<file path="config.mk">
export PLATFORM = sky130hd
export DESIGN_NAME = fir_mac_unit
export DESIGN_NICKNAME = d
export VERILOG_FILES = /design/src/rtl/fir_pkg.sv /design/src/rtl/fir_mult_reg.sv /design/src/rtl/fir_mac_unit.sv
export SDC_FILE = /design/constraint.sdc
export NUM_CORES = 1
export LEC_CHECK = 0
export CAP_MARGIN = 20
export CORE_ASPECT_RATIO = 1.75
export CORE_MARGIN = 1.5
export CORE_UTILIZATION = 40
export DETAILED_ROUTE_END_ITERATION = 16
export GPL_TIMING_DRIVEN = 0
export PLACE_DENSITY = 0.55
export SYNTH_ARGS = -nofsm -noshare
export SYNTH_HDL_FRONTEND = slang
export SYNTH_HIERARCHICAL = 1
export SYNTH_SLANG_ARGS = --single-unit
</file>
<file path="constraint.sdc">
create_clock -name clock -period 2.9 [get_ports clock]
set_input_delay 0.87 -clock clock [delete_from_list [all_inputs] [get_ports clock]]
set_output_delay 0.87 -clock clock [all_outputs]
set_load 0.01 [all_outputs]
</file>
<file path="src/rtl/fir_pkg.sv">
// fir_pkg: shared FIR defaults, accumulator width, MAC FSM states and saturation helper.
package fir_pkg;
  localparam int DEF_DATA_W = 8;
  localparam int DEF_COEF_W = 8;
  localparam int DEF_TAPS = 8;
  localparam int DEF_OUT_W = 16;
  localparam int DEF_ACC_W = DEF_DATA_W + DEF_COEF_W + $clog2(DEF_TAPS);
  typedef enum logic {IDLE, ACCUM} state_t;
  function automatic logic signed [63:0] sat(input logic signed [63:0] v, input int w);
    logic signed [63:0] hi, lo;
    hi = (64'sd1 <<< (w - 1)) - 64'sd1;
    lo = -hi - 64'sd1;
    return v > hi ? hi : v < lo ? lo : v;
  endfunction
endpackage

</file>
<file path="src/rtl/fir_mult_reg.sv">
// fir_mult_reg: registered signed sample*coef product with enable and first-tap tags.
module fir_mult_reg #(
  parameter int DATA_W = 8,
  parameter int COEF_W = 8,
  localparam int PW = DATA_W + COEF_W
) (
  input  logic                     clock,
  input  logic                     reset,
  input  logic                     en,
  input  logic                     mac_init,
  input  logic signed [DATA_W-1:0] sample,
  input  logic signed [COEF_W-1:0] coef,
  output logic signed [PW-1:0]     p,
  output logic                     p_vld,
  output logic                     p_first
);
  always_ff @(posedge clock or posedge reset) begin
    if (reset) begin
      p <= '0;
      p_vld <= 1'b0;
      p_first <= 1'b0;
    end else begin
      p <= sample * coef;
      p_vld <= en;
      p_first <= en & mac_init;
    end
  end
endmodule

</file>
<file path="src/rtl/fir_mac_unit.sv">
// fir_mac_unit: FIR multiply-accumulate, TAPS products per output with a one-cycle valid pulse.
// Define FIR_MAC_SAT_EN to saturate the output; otherwise the low OUT_W bits wrap.
module fir_mac_unit
  import fir_pkg::*;
#(
  parameter int DATA_W = DEF_DATA_W,
  parameter int COEF_W = DEF_COEF_W,
  parameter int TAPS = DEF_TAPS,
  parameter int OUT_W = DEF_OUT_W,
  localparam int ACC_W = DATA_W + COEF_W + $clog2(TAPS),
  localparam int PW = DATA_W + COEF_W,
  localparam int CW = $clog2(TAPS + 1)
) (
  input  logic                     clock,
  input  logic                     reset,
  input  logic                     en,
  input  logic                     mac_init,
  input  logic signed [DATA_W-1:0] sample,
  input  logic signed [COEF_W-1:0] coef,
  output logic signed [OUT_W-1:0]  y,
  output logic                     valid_out,
  output logic                     busy
);
  logic signed [PW-1:0] p;
  logic p_vld, p_first;
  state_t state, state_n;
  logic signed [ACC_W-1:0] acc, acc_n, p_ext, sum;
  logic [CW-1:0] cnt, cnt_n;
  logic signed [OUT_W-1:0] y_n, y_fmt;
  logic valid_n;

  fir_mult_reg #(.DATA_W(DATA_W), .COEF_W(COEF_W)) u_mult (
    .clock(clock), .reset(reset), .en(en), .mac_init(mac_init),
    .sample(sample), .coef(coef), .p(p), .p_vld(p_vld), .p_first(p_first)
  );

  assign p_ext = {{(ACC_W - PW){p[PW-1]}}, p};
  assign sum = acc + p_ext;
  assign busy = state == ACCUM;
`ifdef FIR_MAC_SAT_EN
  assign y_fmt = OUT_W'(sat(64'(sum), OUT_W));
`else
  assign y_fmt = sum[OUT_W-1:0];
`endif

  always_comb begin
    state_n = state;
    acc_n = acc;
    cnt_n = cnt;
    y_n = y;
    valid_n = 1'b0;
    // A first-tap product restarts the frame from either state, dropping any partial sum.
    if (p_vld && p_first) begin
      acc_n = p_ext;
      cnt_n = CW'(1);
      state_n = ACCUM;
    end else if (p_vld && state == ACCUM) begin
      if (cnt == CW'(TAPS - 1)) begin
        y_n = y_fmt;
        valid_n = 1'b1;
        cnt_n = '0;
        state_n = IDLE;
      end else begin
        acc_n = sum;
        cnt_n = cnt + CW'(1);
      end
    end
  end

  always_ff @(posedge clock or posedge reset) begin
    if (reset) begin
      state <= IDLE;
      acc <= '0;
      cnt <= '0;
      y <= '0;
      valid_out <= 1'b0;
    end else begin
      state <= state_n;
      acc <= acc_n;
      cnt <= cnt_n;
      y <= y_n;
      valid_out <= valid_n;
    end
  end
endmodule

</file>
==> summary.txt, run 1 <==
Setup path
  • Worst Setup End Kind: register
  • Reg2reg start: u_mult/p[0]$_DFF_PP0_
  • RR Endpoint: y[14]$_DFFE_PP0P_
  • Critical Path Source Type: input port
  • Required @ worst endpoint: 3.13 ns
  • Crit path max-delay cell type: fa_1
  • Max incr delay on CP: around 0.54 ns
  • Cell seen most often among critical-path stages: fa_1
  • CP arrival: 4.54 ns
  • R2R setup slack: ~0.50 ns
  • R2R depth: 8
  • CP Max Fanout: 3
  • Worst path cell trace: buf_12 > and2_4 > fa_1 > inv_1 > fa_1 > inv_2 > fa_1 > inv_2 > fa_1 > inv_2 > ha_4 > a21o_1 > a21oi_4 > a21boi_2 > or4_1 > nand3_1
  • Critical path class: input port to register

Power
  • Pwr Density: 1070 nW/µm²
  • VDD IR max: 0.000344 V
  • P_leak: 2.97 nW
  • Power, Total: 6.84 mW

Timing
  • Period minus WS final: 4.31 ns
  • Final setup violation count: 11
  • Clock skew: 0.00672 ns
  • Final worst slack: -1.41 ns
  • Fin crit share: 1.49
  • Slew Viols, Final: 0
  • Highest Clock Rate: 232 MHz
  • RSZ-0062 raised after global routing: true
  • Setup_tns: -12.17 ns
  • Worst rel slew slack: 0.442
  • Measured slew at the worst slew-check pin: ~0.84 ns
  • Final Hold Vio Count: 0

Finish
  • Share of cells above drive strength 1: 0.184
  • Register Area: 1400 µm²
  • N_diodes: 0
  • Nets: 714
  • Area delta synth->final: 20.4%
  • Non-Filler Instances: approximately 770
  • Multi-input gate area: 3730 µm²
  • Post-route design area: 6390 µm²
  • Fillcell total: 1288

Clocking
  • Clk_lat worst skew: 0.29 ns
  • H-tree lvl count: 2
  • Cts hold-fix bufs: 0
  • TritonCTS clock tree: done
  • CTS Buffer Depth: 2
  • Clock transition at path regs: 0.07 ns
  • Cts bufs inserted: 5
  • Root Driver: clkbuf_16
  • Sink Count: 56

Synth
  • EDFF count, synth: 0
  • Seq/Total Area, Yosys: 0.264
  • Library cells used by synthesis: 53
  • Syn Inst Count: 539
  • Synth Warn #: 6
  • Synth Register Bits: 56
  • Post-synthesis async set-or-reset flop share: 1.00
  • Syn Nets: 660
  • Synth Flop Type: dfrtp_1
  • Mapped Area: 5310 µm²
  • Avg Cell Area, Syn: 9.84 µm²

Min path
  • Worst hold path class: register to register
  • Hold Path Cell Cnt: 2
  • Hold Path Origin: u_mult/p[7]$_DFF_PP0_
  • Hold path endpoint: acc[7]$_DFFE_PP0P_

Floorplan
  • I/O pins: 38
  • Initial Util: 0.410
  • Die width: 90.1 µm
  • Core area: 12900 µm²
  • Die Footprint: 14000 µm²
  • Num rows: 55
  • Die Y: between 150 and 200 µm

Placement
  • Area after DPL: 6000 µm²
  • Placer Congestion: 0.878
  • Final HPWL DP: 9.61 mm
  • Port Buffer Count: 37
  • Placed Cells: 747

Global routing
  • Pin count of the biggest net entering global routing: 39
  • First-pass GRT wire length: slightly above 20 mm
  • Gr usage total: 0.178
  • Antenna violations before repair: 0
  • Vias in the first global route: 4407
  • Total gr overflow: 0

Route
  • Drc violations: 0
  • Vias: 3841
  • ANT nets after route: 0
  • DRT Pass-1 Iters: 4
  • Via density: around 5.0
  • Routed len/inst: between 15 and 20 µm
  • Initial DRC count: 89
  • Post-Route WL: 11.5 mm

Run status
  • Failing checks: negative setup slack
  • Status: complete, but fails checks

Job
  • Max_cap viols: 0
[cells in the mapped netlist, drive strengths merged, types with 3 or more instances]
library cell  count  area [µm²]
inv              92         345
dfrtp            56        1400
fa               56        1120
and2             50         313
ha               45         563
nand2            37         139
a21oi            32         179
nor2             30         113
xnor2            22         193
o21ai            15        75.1
mux2             12         139
nor2b            10        62.6
a21o              9        68.8
a22o              6        52.6
a31oi             6        52.6
xor2              6        52.6
clkbuf            5        18.8
nand3             5        25.0
o211ai            4        30.0
o21a              4        30.0
mux2i             3        30.0
nor3              3        15.0
o22ai             3        18.8
[through the flow]
step	setup WS, ns	utilization	hold slack [ns]
floorplan	-1.48	-	0.454
finish	-1.41	0.494	0.485
detailed placement	-2.35	0.464	0.477
CTS	-1.45	0.487	0.492
global placement	-2.33	0.464	0.472
global route	-1.55	0.494	0.528
[critical path, delay by kind of cell]
kind,cells,cell delay (ns)
fa+ha+maj,5,2.31
buf+inv,5,0.28
simple gates,3,0.63
compound gates,3,0.43
[logic make-up (layout without fill, tap and decap cells)]
family	Yosys count	count (layout)	share of synthesized area
flops	56	56	0.264
buf+inv	98	153	0.0696
fa+ha+maj	101	101	0.317
simple gates	147	147	0.145
mux	15	15	0.0318
xor+xnor	28	28	0.0462
compound gates	94	94	0.126
[metal layers]
layer	wire, µm	global-route usage
met5	0	0
met4	295	0.0718
met3	179	0.0103
met2	6960	0.381
met1	4100	0.170
[registers in the layout, indices dropped and copies added (netlist names)]
register	cells
u_mult/p	16
cnt	4
u_mult/p_vld	1
u_mult/p_first	1
busy	1
acc	16
valid_out	1
y	16
[worst max-delay path by stage]
stage | slack (ns) | from | cells past startpoint | end
after floorplan | -1.48 | sample[5] | 15 | u_mult/p[15]$_DFF_PP0_
after global placement | -2.33 | sample[4] | 15 | u_mult/p[14]$_DFF_PP0_
after detailed placement | -2.35 | sample[5] | 16 | u_mult/p[15]$_DFF_PP0_
after CTS | -1.45 | sample[6] | 16 | u_mult/p[14]$_DFF_PP0_
after global routing | -1.55 | sample[7] | 16 | u_mult/p[14]$_DFF_PP0_
final | -1.41 | sample[6] | 16 | u_mult/p[11]$_DFF_PP0_
[final cells by class]
class	instances	share of cell area
multi-input combinational	385	0.585
sequential	56	0.219
timing repair buffer	47	0.0785
inverter	92	0.0541
tap	171	0.0335
clock buffer	5	0.0196
clock inverter	3	0.00666
buffer	6	0.00372
[power breakdown]
part / switching (mW) / total (mW) / internal, mW
logic: 2.55 / 4.81 / 2.26
clock network: 0.268 / 0.673 / 0.406
registers: 0.211 / 1.36 / 1.15
[repair_timing]
action,CTS,global route
endpoints found under the setup margin,13,12
gates resized for setup,123,20
setup buffers,9,1
pin swaps,22,21
[placed cells by master (no fill, tap or decap), types with 5 or more instances in the layout]
master	synthesis	routed
and2_4	0	9
ha_1	45	34
fa_1	56	53
a21oi_2	2	5
inv_2	0	14
and2_1	50	41
ha_4	0	10
clkbuf_1	5	5
buf_4	0	13
xnor2_1	22	21
buf_12	0	5
inv_1	92	78
nand2_1	37	36
buf_6	0	5
a22o_1	6	6
a21o_1	8	8
o21ai_0	11	10
clkbuf_16	0	5
a21oi_1	29	26
a31oi_1	5	5
xor2_1	6	6
dfrtp_1	56	56
clkdlybuf4s50_1	0	21
nand3_1	5	5
nor2_1	30	30
mux2_2	11	11
nor2b_1	10	8
(Power assumes the default switching activity.)
==> inputs of run 2 (changes only) <==
CAP_MARGIN = unset   (was 20)
==> results of run 2 <==
No change in the layout: final DEF, timing and power equal those of run 1.
